--- config.mk ---
export PLATFORM = sky130hd
export DESIGN_NAME = slv_guard_cfg_seq
export DESIGN_NICKNAME = d
export VERILOG_FILES = /design/src/rtl/slv_guard_cfg_seq.sv
export SDC_FILE = /design/constraint.sdc
export NUM_CORES = 1
export LEC_CHECK = 0
export ABC_AREA = 1
export CORE_ASPECT_RATIO = 1.5
export CORE_MARGIN = 3
export CORE_UTILIZATION = 46
export CTS_CLUSTER_DIAMETER = 30
export DETAILED_ROUTE_END_ITERATION = 12
export PLACE_DENSITY_LB_ADDON = 0.2
export SYNTH_ARGS = -nofsm -noshare
export SYNTH_HDL_FRONTEND = slang
export SYNTH_SLANG_ARGS = --single-unit
export TNS_END_PERCENT = 1
--- constraint.sdc ---
create_clock -name clk_i -period 12.6 [get_ports clk_i]
set_clock_uncertainty 0.05 [all_clocks]
set_input_delay 2.52 -clock clk_i [delete_from_list [all_inputs] [get_ports clk_i]]
set_output_delay 2.52 -clock clk_i [all_outputs]
set_load 0.05 [all_outputs]
--- src/rtl/slv_guard_cfg_seq.sv ---
// Boot-time sequencer that writes the slave guard budget registers and then the enable register.
// Define SLV_GUARD_CFG_READBACK_EN to read back and compare every accepted write.
module slv_guard_cfg_seq #(
    parameter int unsigned          AddrWidth     = 32,
    parameter logic [AddrWidth-1:0] BaseAddr      = '0,
    parameter int unsigned          NumBudgets    = 8,
    parameter int unsigned          MaxRetries    = 3,
    parameter int unsigned          TimeoutCycles = 256
) (
    input  logic                      clk_i,
    input  logic                      rst_i,
    input  logic                      start_i,
    input  logic [31:0]               enable_val_i,
    input  logic [32*NumBudgets-1:0]  budgets_i,
    output logic [AddrWidth-1:0]      reg_addr_o,
    output logic [31:0]               reg_wdata_o,
    output logic [3:0]                reg_wstrb_o,
    output logic                      reg_write_o,
    output logic                      reg_valid_o,
    input  logic                      reg_ready_i,
    input  logic                      reg_error_i,
    input  logic [31:0]               reg_rdata_i,
    output logic                      busy_o,
    output logic                      done_o,
    output logic                      err_o,
    output logic [3:0]                err_idx_o
);

    localparam int unsigned RetryW = (MaxRetries > 0) ? $clog2(MaxRetries + 1) : 1;
    localparam int unsigned TimerW = $clog2(TimeoutCycles);

    typedef enum logic [2:0] {
        S_IDLE  = 3'd0,
        S_WR    = 3'd1,
`ifdef SLV_GUARD_CFG_READBACK_EN
        S_RD    = 3'd2,
`endif
        S_RETRY = 3'd3,
        S_NEXT  = 3'd4,
        S_DONE  = 3'd5,
        S_FAIL  = 3'd6
    } state_e;

    state_e                        state_r;
    logic [3:0]                    idx_r;
    logic [RetryW-1:0]             retry_r;
    logic [TimerW-1:0]             timer_r;
    // Slot 0 holds the enable value, slot k holds budget k-1, matching the register index.
    logic [32*(NumBudgets+1)-1:0]  cfg_vec_r;
    logic [3:0]                    next_idx_s;
    logic [31:0]                   next_data_s;
    logic                          rsp_bad_s;
    logic                          unused_rdata_s;

    assign unused_rdata_s = ^reg_rdata_i;

    function automatic logic [AddrWidth-1:0] reg_addr_f(input logic [3:0] idx);
        reg_addr_f = BaseAddr + AddrWidth'({idx, 2'b00});
    endfunction

    // Next register in program order and classification of the current response.
    always_comb begin
        if (idx_r == 4'(NumBudgets)) begin
            next_idx_s = 4'd0;
        end else begin
            next_idx_s = idx_r + 4'd1;
        end
        next_data_s = cfg_vec_r[{next_idx_s, 5'd0} +: 32];
`ifdef SLV_GUARD_CFG_READBACK_EN
        if (state_r == S_RD) begin
            rsp_bad_s = reg_error_i || (reg_rdata_i != reg_wdata_o);
        end else begin
            rsp_bad_s = reg_error_i;
        end
`else
        rsp_bad_s = reg_error_i;
`endif
    end

    // Sequencer FSM with all bus and status outputs registered.
    always_ff @(posedge clk_i or posedge rst_i) begin
        if (rst_i) begin
            state_r     <= S_IDLE;
            idx_r       <= 4'd0;
            retry_r     <= '0;
            timer_r     <= '0;
            cfg_vec_r   <= '0;
            reg_addr_o  <= '0;
            reg_wdata_o <= 32'd0;
            reg_wstrb_o <= 4'h0;
            reg_write_o <= 1'b0;
            reg_valid_o <= 1'b0;
            busy_o      <= 1'b0;
            done_o      <= 1'b0;
            err_o       <= 1'b0;
            err_idx_o   <= 4'd0;
        end else begin
            case (state_r)
                S_IDLE, S_DONE, S_FAIL: begin
                    if (start_i) begin
                        cfg_vec_r   <= {budgets_i, enable_val_i};
                        idx_r       <= 4'd1;
                        retry_r     <= '0;
                        timer_r     <= '0;
                        done_o      <= 1'b0;
                        err_o       <= 1'b0;
                        err_idx_o   <= 4'd0;
                        busy_o      <= 1'b1;
                        reg_addr_o  <= reg_addr_f(4'd1);
                        reg_wdata_o <= budgets_i[31:0];
                        reg_wstrb_o <= 4'hf;
                        reg_write_o <= 1'b1;
                        reg_valid_o <= 1'b1;
                        state_r     <= S_WR;
                    end else begin
                        state_r <= state_r;
                    end
                end

`ifdef SLV_GUARD_CFG_READBACK_EN
                S_WR, S_RD: begin
`else
                S_WR: begin
`endif
                    if (reg_ready_i) begin
                        if (rsp_bad_s) begin
                            reg_valid_o <= 1'b0;
                            if (retry_r < RetryW'(MaxRetries)) begin
                                retry_r <= retry_r + RetryW'(1'b1);
                                state_r <= S_RETRY;
                            end else begin
                                busy_o    <= 1'b0;
                                err_o     <= 1'b1;
                                err_idx_o <= idx_r;
                                state_r   <= S_FAIL;
                            end
                        end else begin
`ifdef SLV_GUARD_CFG_READBACK_EN
                            if (state_r == S_WR) begin
                                reg_write_o <= 1'b0;
                                timer_r     <= '0;
                                state_r     <= S_RD;
                            end else begin
                                reg_valid_o <= 1'b0;
                                state_r     <= S_NEXT;
                            end
`else
                            reg_valid_o <= 1'b0;
                            state_r     <= S_NEXT;
`endif
                        end
                    end else if (timer_r == TimerW'(TimeoutCycles - 1)) begin
                        // A stuck slave is not retried.
                        reg_valid_o <= 1'b0;
                        busy_o      <= 1'b0;
                        err_o       <= 1'b1;
                        err_idx_o   <= idx_r;
                        state_r     <= S_FAIL;
                    end else begin
                        timer_r <= timer_r + TimerW'(1'b1);
                    end
                end

                S_RETRY: begin
                    timer_r     <= '0;
                    reg_write_o <= 1'b1;
                    reg_valid_o <= 1'b1;
                    state_r     <= S_WR;
                end

                S_NEXT: begin
                    retry_r <= '0;
                    if (idx_r == 4'd0) begin
                        busy_o  <= 1'b0;
                        done_o  <= 1'b1;
                        state_r <= S_DONE;
                    end else begin
                        idx_r       <= next_idx_s;
                        timer_r     <= '0;
                        reg_addr_o  <= reg_addr_f(next_idx_s);
                        reg_wdata_o <= next_data_s;
                        reg_write_o <= 1'b1;
                        reg_valid_o <= 1'b1;
                        state_r     <= S_WR;
                    end
                end

                default: begin
                    reg_valid_o <= 1'b0;
                    busy_o      <= 1'b0;
                    state_r     <= S_IDLE;
                end
            endcase
        end
    end

endmodule
==> results.yml, run 1 <==
run_status:
  status: "finished clean"
detailed_routing:
  antenna_left: 0
  vias: 15700
  dr.pass1.iters: 6
  drc: 0
  wl_per_cell_um: 17.1
  drtIter0Drc: 1293
  drt-total-wl_um: 52700
  vias_per_cell: 5.11
setup_path:
  critPathTopFamily: "buffers and inverters"
  critPathCaptureType: "flip-flop"
  cp-start-kind: "input pin"
  path_max_fanout: 98
  r2r_end: "cfg_vec_r[202]"
  crit_path_max_incr_delay_ps: 860
  arrival_ps: 5860
  crit_top_cell: "buf_4"
  worstPathCellList: "clkdlybuf4s50_1, inv_1, nor2_4, buf_4, buf_4, nand2_1, o21ai_0"
  worstPathRequired_ps: 13020
  reg2reg_from: "state_r[1]"
  reg2reg_depth: 8
  cp_num_buf_inv: 4
  r2r_slack_ps: 8420
  critPathKind: "in -> reg"
  slowest_stage: "buf_4"
timing:
  setup_tns_ps: 0
  setup_viol: 0
  fin_crit_ps: 5440
  tightest_slew_ps: 1060
  whs_ps: 412
  slew_headroom_pct: 29.4
  final-hold-violation-count: 0
  min_period_over_period_pct: 43.2
  rsz0062_at_grt: "no"
  fmax_mhz: 184
  report.final.slew_viol_count: 0
min_path:
  hold_path_class: "reg -> reg"
  holdPathStages: 2
  hold_path_startpoint: "cfg_vec_r[49]"
  holdPathEnd: "cfg_vec_r[49]"
synth:
  avgSynthCellArea_um2: 7.62
  synthDistinctLibCells: 35
  synthTopCellsByArea: "dfrtp_1, nand2_1, nand3_1"
  synth_area_um2: 17400
  synth_top_area_share_pct: 50.0
  yosysTopAreaCell: "dfrtp_1"
  ys_seq_area_share_pct: 50.0
  synth-edff-count: 0
  syn_inst: 2277
  ys_ff_latch: 347
  synth_top_flop_cell: "dfrtp_1"
  yosys_warnings: 0
  synthArstFlopShare_pct: 100
global_routing:
  antenna_found_initial: 9
  overflow: 0
  grt_pass1_wl_um: 82400
  grt_max_degree: 269
  grt_pass1_vias: 15200
  grtUsageTotal_pct: 25.8
final_layout:
  final_util_pct: 61.2
  nFillCells: 3384
  area_delta_synth_final_pct: 30.6
  final_cell_mix: "nand2_1, dfrtp_1, clkdlybuf4s50_1"
  regArea_um2: 8680
  layout.nets: 2872
  drive_gt1_share_pct: 5.60
  multiInputGateArea_um2: 6780
  mostFrequentLayoutCell: "nand2_1"
clocking:
  cts_tree: "yes"
  cts-root-buf: "clkbuf_16"
  clk_latency_ps: 570
  cts.sinks: 347
  clock_path_buffers: 3
  cts_resized: 0
  clk_transition_reported_paths_ps: 60
  holdBufCountCts: 0
  cts_setup_buffers: 0
  numCtsBuffers: 56
  htreeDepth: 2
power_and_ir_drop:
  cellLeakagePower_nw: 11.0
  total_power_mw: 6.31
  pwr_density_cell_nw_per_um2: 278
  vdd_drop_max_mv: 0.190
floorplan:
  start_util_pct: 46.9
  fp.coreArea_um2: 37000
  die_h_um: 244
  rows: 86
  dieWidth_um: 165
  ios: 402
  die-area_um2: 40100
placement:
  gp_congestion: 0.895
  io_buffers: 341
  dp_hpwl_um: 34900
job:
  cap_violations: 0
-- routing by layer --
layer | track usage (%) | part of all wire (%) | vias to the layer above
li1 | - | - | 7680
met1 | 36.4 | 43 | 7398
met2 | 40.1 | 47 | 567
met3 | 4.25 | 7.2 | 94
met4 | 9.53 | 2.8 | 0
met5 | 0 | 0 | -
-- per-stage QoR --
| step | area [um^2] | worst slack [ps] | std cells |
|---|---|---|---|
| after floorplan | 17500 | 408 | 2304 |
| after global placement | 20700 | 6780 | 2968 |
| after detailed placement | 20700 | 6670 | 2968 |
| after CTS | 22600 | 7250 | 3072 |
| after global routing | 22700 | 6850 | 3081 |
| final | 22700 | 7160 | 3082 |
-- flip-flops by register name (all words and copies together) (netlist names) --
name	count
busy_o	1
cfg_vec_r	288
done_o	1
err_idx_o	4
err_o	1
reg_addr_o	4
reg_valid_o	1
reg_wdata_o	32
reg_write_o	1
reg_wstrb_o	1
retry_r	2
state_r	3
timer_r	8
-- Yosys cell counts, types with 7 or more instances --
master,instances
dfrtp_1,347
buf_4,43
nor2_1,70
buf_2,85
inv_2,10
buf_1,7
nand3_1,333
inv_1,271
o21ai_0,150
clkbuf_1,37
a21oi_1,40
nand3b_1,28
o21ai_1,119
nand2_1,694
-- power by group --
group          switching, mW  leakage, nW  total [mW]  internal, mW
Clock                  0.567        0.941        1.58          1.01
Sequential             0.202         4.28        1.85          1.65
Combinational           1.95         5.74        2.88         0.928
-- layout make-up --
class / instances / share of cell area, %
Antenna cell: 10 / 0.110
Clock buffer: 72 / 6.94
Clock inverter: 32 / 1.71
Inverter: 282 / 4.73
Multi-Input combinational cell: 1500 / 29.9
Sequential cell: 347 / 38.3
Tap cell: 484 / 2.67
Timing Repair Buffer: 355 / 15.6
-- worst max path at each step --
| stage | startpoint | to | slack, ps | cells after the start |
|---|---|---|---|---|
| final | start_i | cfg_vec_r[202] | 7160 | 7 |
| after global routing | start_i | cfg_vec_r[202] | 6850 | 7 |
| after CTS | start_i | cfg_vec_r[202] | 7250 | 7 |
| after detailed placement | start_i | cfg_vec_r[98] | 6670 | 6 |
| after global placement | start_i | cfg_vec_r[7] | 6780 | 6 |
| after floorplan | rst_i | busy_o | 410 | 1 |
-- cell families (layout without fill, tap and decap cells) --
| family | count (synthesis) | in the layout | synth area share [%] |
|---|---|---|---|
| AO/OA/AOI/OAI | 314 | 314 | 9.12 |
| flip-flops | 347 | 347 | 50.0 |
| other | 1 | 38 | 0.0216 |
| AND/OR/NAND/NOR | 1147 | 1147 | 28.5 |
| XOR/XNOR | 6 | 6 | 0.303 |
| buffers and inverters | 457 | 741 | 11.6 |
| adder cells (fa/ha/maj) | 5 | 5 | 0.404 |
-- worst register-to-register path, cell delays in order, from the launching register on --
cell and delay, ps:
dfrtp_1 410, inv_2 90, nand3_4 550, nand2_1 220, nor2_4 750, buf_4 870
buf_4 800, nand2_1 210, o21ai_0 130
(Power assumes the default switching activity.)
==> run 2, diff against run 1 <==
CORE_UTILIZATION = 51   (was 46)
clock period = 5.5 ns   (was 12.6 ns; I/O delays follow)
==> run 2 against run 1 <==
Against the previous run: power rose by 130%; core utilization rose by 6.7 points; global-route usage rose by 2.4 points; clock power rose by 130%; non-clock buffer count rose by 2; via count rose by 1.3%; final cell count fell by 1.9%; sequential power rose by 130%; hold slack improved by 2.4 ps; worst setup slack got worse by 5200 ps; flip-flop and latch count did not move; first-iteration DRC count fell by 1.5%; critical path type is now reg -> reg.
==> results.yml, run 2 (synthesis results as in run 1) <==
run_status:
  status: "finished clean"
power_and_ir_drop:
  vdd_drop_max_mv: 0.424
  p_sw_mw: 6.31
  switching_share_pct: 43.2
  internal_power_mw: 8.28
  clkPwrFrac_pct: 25.4
  p_seq_share_pct: 29.1
  cellLeakagePower_nw: 11.0
  total_power_mw: 14.6
  pwr_density_cell_nw_per_um2: 642
  comb_power_share_pct: 45.5
detailed_routing:
  vias: 15900
  wl_per_cell_um: 17.2
  drt-total-wl_um: 52000
  drtIter0Drc: 1273
  antenna_left: 0
  vias_per_cell: 5.27
  dr.pass1.iters: 8
  drc: 0
final_layout:
  final_util_pct: 67.9
  drive_gt1_share_pct: 5.90
  layout.nets: 2875
  final_cell_mix: "nand2_1, dfrtp_1, clkdlybuf4s50_1"
  largest_reg_flops: 288
  area_delta_synth_final_pct: 30.9
  reg_top3: "cfg_vec_r x288, reg_wdata_o x32, timer_r x8"
  mostFrequentLayoutCell: "nand2_1"
  max_flop_register: "cfg_vec_r"
  design_area_um2: 22700
  stdcell_count: 3024
clocking:
  holdBufCountCts: 0
  cts.sinks: 347
  cts_setup_buffers: 0
  cts_resized: 0
  clk_transition_reported_paths_ps: 60
  htreeDepth: 2
  clock_path_buffers: 3
  cts-root-buf: "clkbuf_16"
  cts_tree: "yes"
  numCtsBuffers: 57
  clk_latency_ps: 590
timing:
  tightest_slew_ps: 995
  rsz0062_at_grt: "no"
  fin_crit_ps: 3570
  final-hold-violation-count: 0
  setup_viol: 0
  min_period_over_period_pct: 64.9
  fmax_mhz: 280
  whs_ps: 414
  slew_headroom_pct: 33.7
  report.final.slew_viol_count: 0
global_routing:
  grtUsageMet2_pct: 43.6
  grtUsageTotal_pct: 28.2
  grt_pass1_wl_um: 82100
  overflow: 0
  grt_pass1_vias: 15600
  grtUsageMet1_pct: 39.7
  grt.busiest_layer: "met2"
  grt_max_degree: 219
  grtUsageMet3_pct: 4.98
  antenna_found_initial: 13
min_path:
  hold_path_class: "reg -> reg"
  hold_path_startpoint: "cfg_vec_r[49]"
floorplan:
  start_util_pct: 51.9
  rows: 82
  die-area_um2: 36300
  die_h_um: 232
  fp.coreArea_um2: 33400
  ios: 402
  dieWidth_um: 157
setup_path:
  critPathKind: "reg -> reg"
  path_max_fanout: 104
  critPathCaptureType: "flip-flop"
  cp-start-kind: "flip-flop"
  reg2reg_from: "reg_addr_o[2]"
  arrival_ps: 3990
  worstPathRequired_ps: 5920
  critPathLaunch: "reg_addr_o[2]"
job:
  cap_violations: 0
placement:
  dp.cells: 2906
  dp_hpwl_um: 34600
  io_buffers: 341
  dpl_cell_area_um2: 20700
  gp_congestion: 0.877
==> run 2: path summary, 6_finish.rpt <==
check | to | slack, ps | cells past startpoint
min in group asynchronous | cfg_vec_r[145] | 830 | 2
worst min-delay path | cfg_vec_r[49] | 410 | 2
worst min register to register | cfg_vec_r[49] | 410 | 2
worst max register to register | reg_wdata_o[14] | 1930 | 12
worst max-delay path | reg_wdata_o[14] | 1930 | 12
max in group asynchronous | cfg_vec_r[41] | 3560 | 3
==> run 2: metrics by stage <==
stage,TNS (ps),setup slack (ps)
3_5_place_dp,0,1930
2_1_floorplan,-102170,-294
3_3_place_gp,0,1960
4_1_cts,0,1970
5_1_grt,0,1660
6_report,0,1930
==> run 2: layer usage <==
metal	share of wire [%]	vias up
met5	0.050	-
met2	47	681
met1	42	7453
met4	3.3	4
met3	7.8	102
li1	-	7696
==> run 2: worst max-delay path, stage by stage (launching register included) <==
cell	delay [ps]
dfrtp_1	460
inv_4	430
ha_4	240
nand3_4	440
nand2_4	500
buf_12	460
nand2_1	130
nand3_1	100
nand3_1	140
nand3_1	200
nand2_1	70
nand2_1	60
nand2_1	60
==> run 2: power groups by stage <==
stage | combinational [mW] | clock [mW] | sequential [mW]
after CTS | 6.62 | 3.76 | 4.24
after global routing | 7.46 | 3.87 | 4.36
after detailed placement | 6.54 | 0 | 4.26
after floorplan | 4.40 | 0 | 4.65
after global placement | 6.40 | 0 | 4.23
final | 6.64 | 3.71 | 4.24
==> run 2: cell type report <==
type	instances	area (um^2)
fillers	2803	10700
inverters	282	1070
diodes	11	27.5
well taps	420	526
clock inverters	38	434
multi-input cells	1500	6780
repair buffers	357	3610
flip-flops and latches	347	8680
clock buffers	69	1580
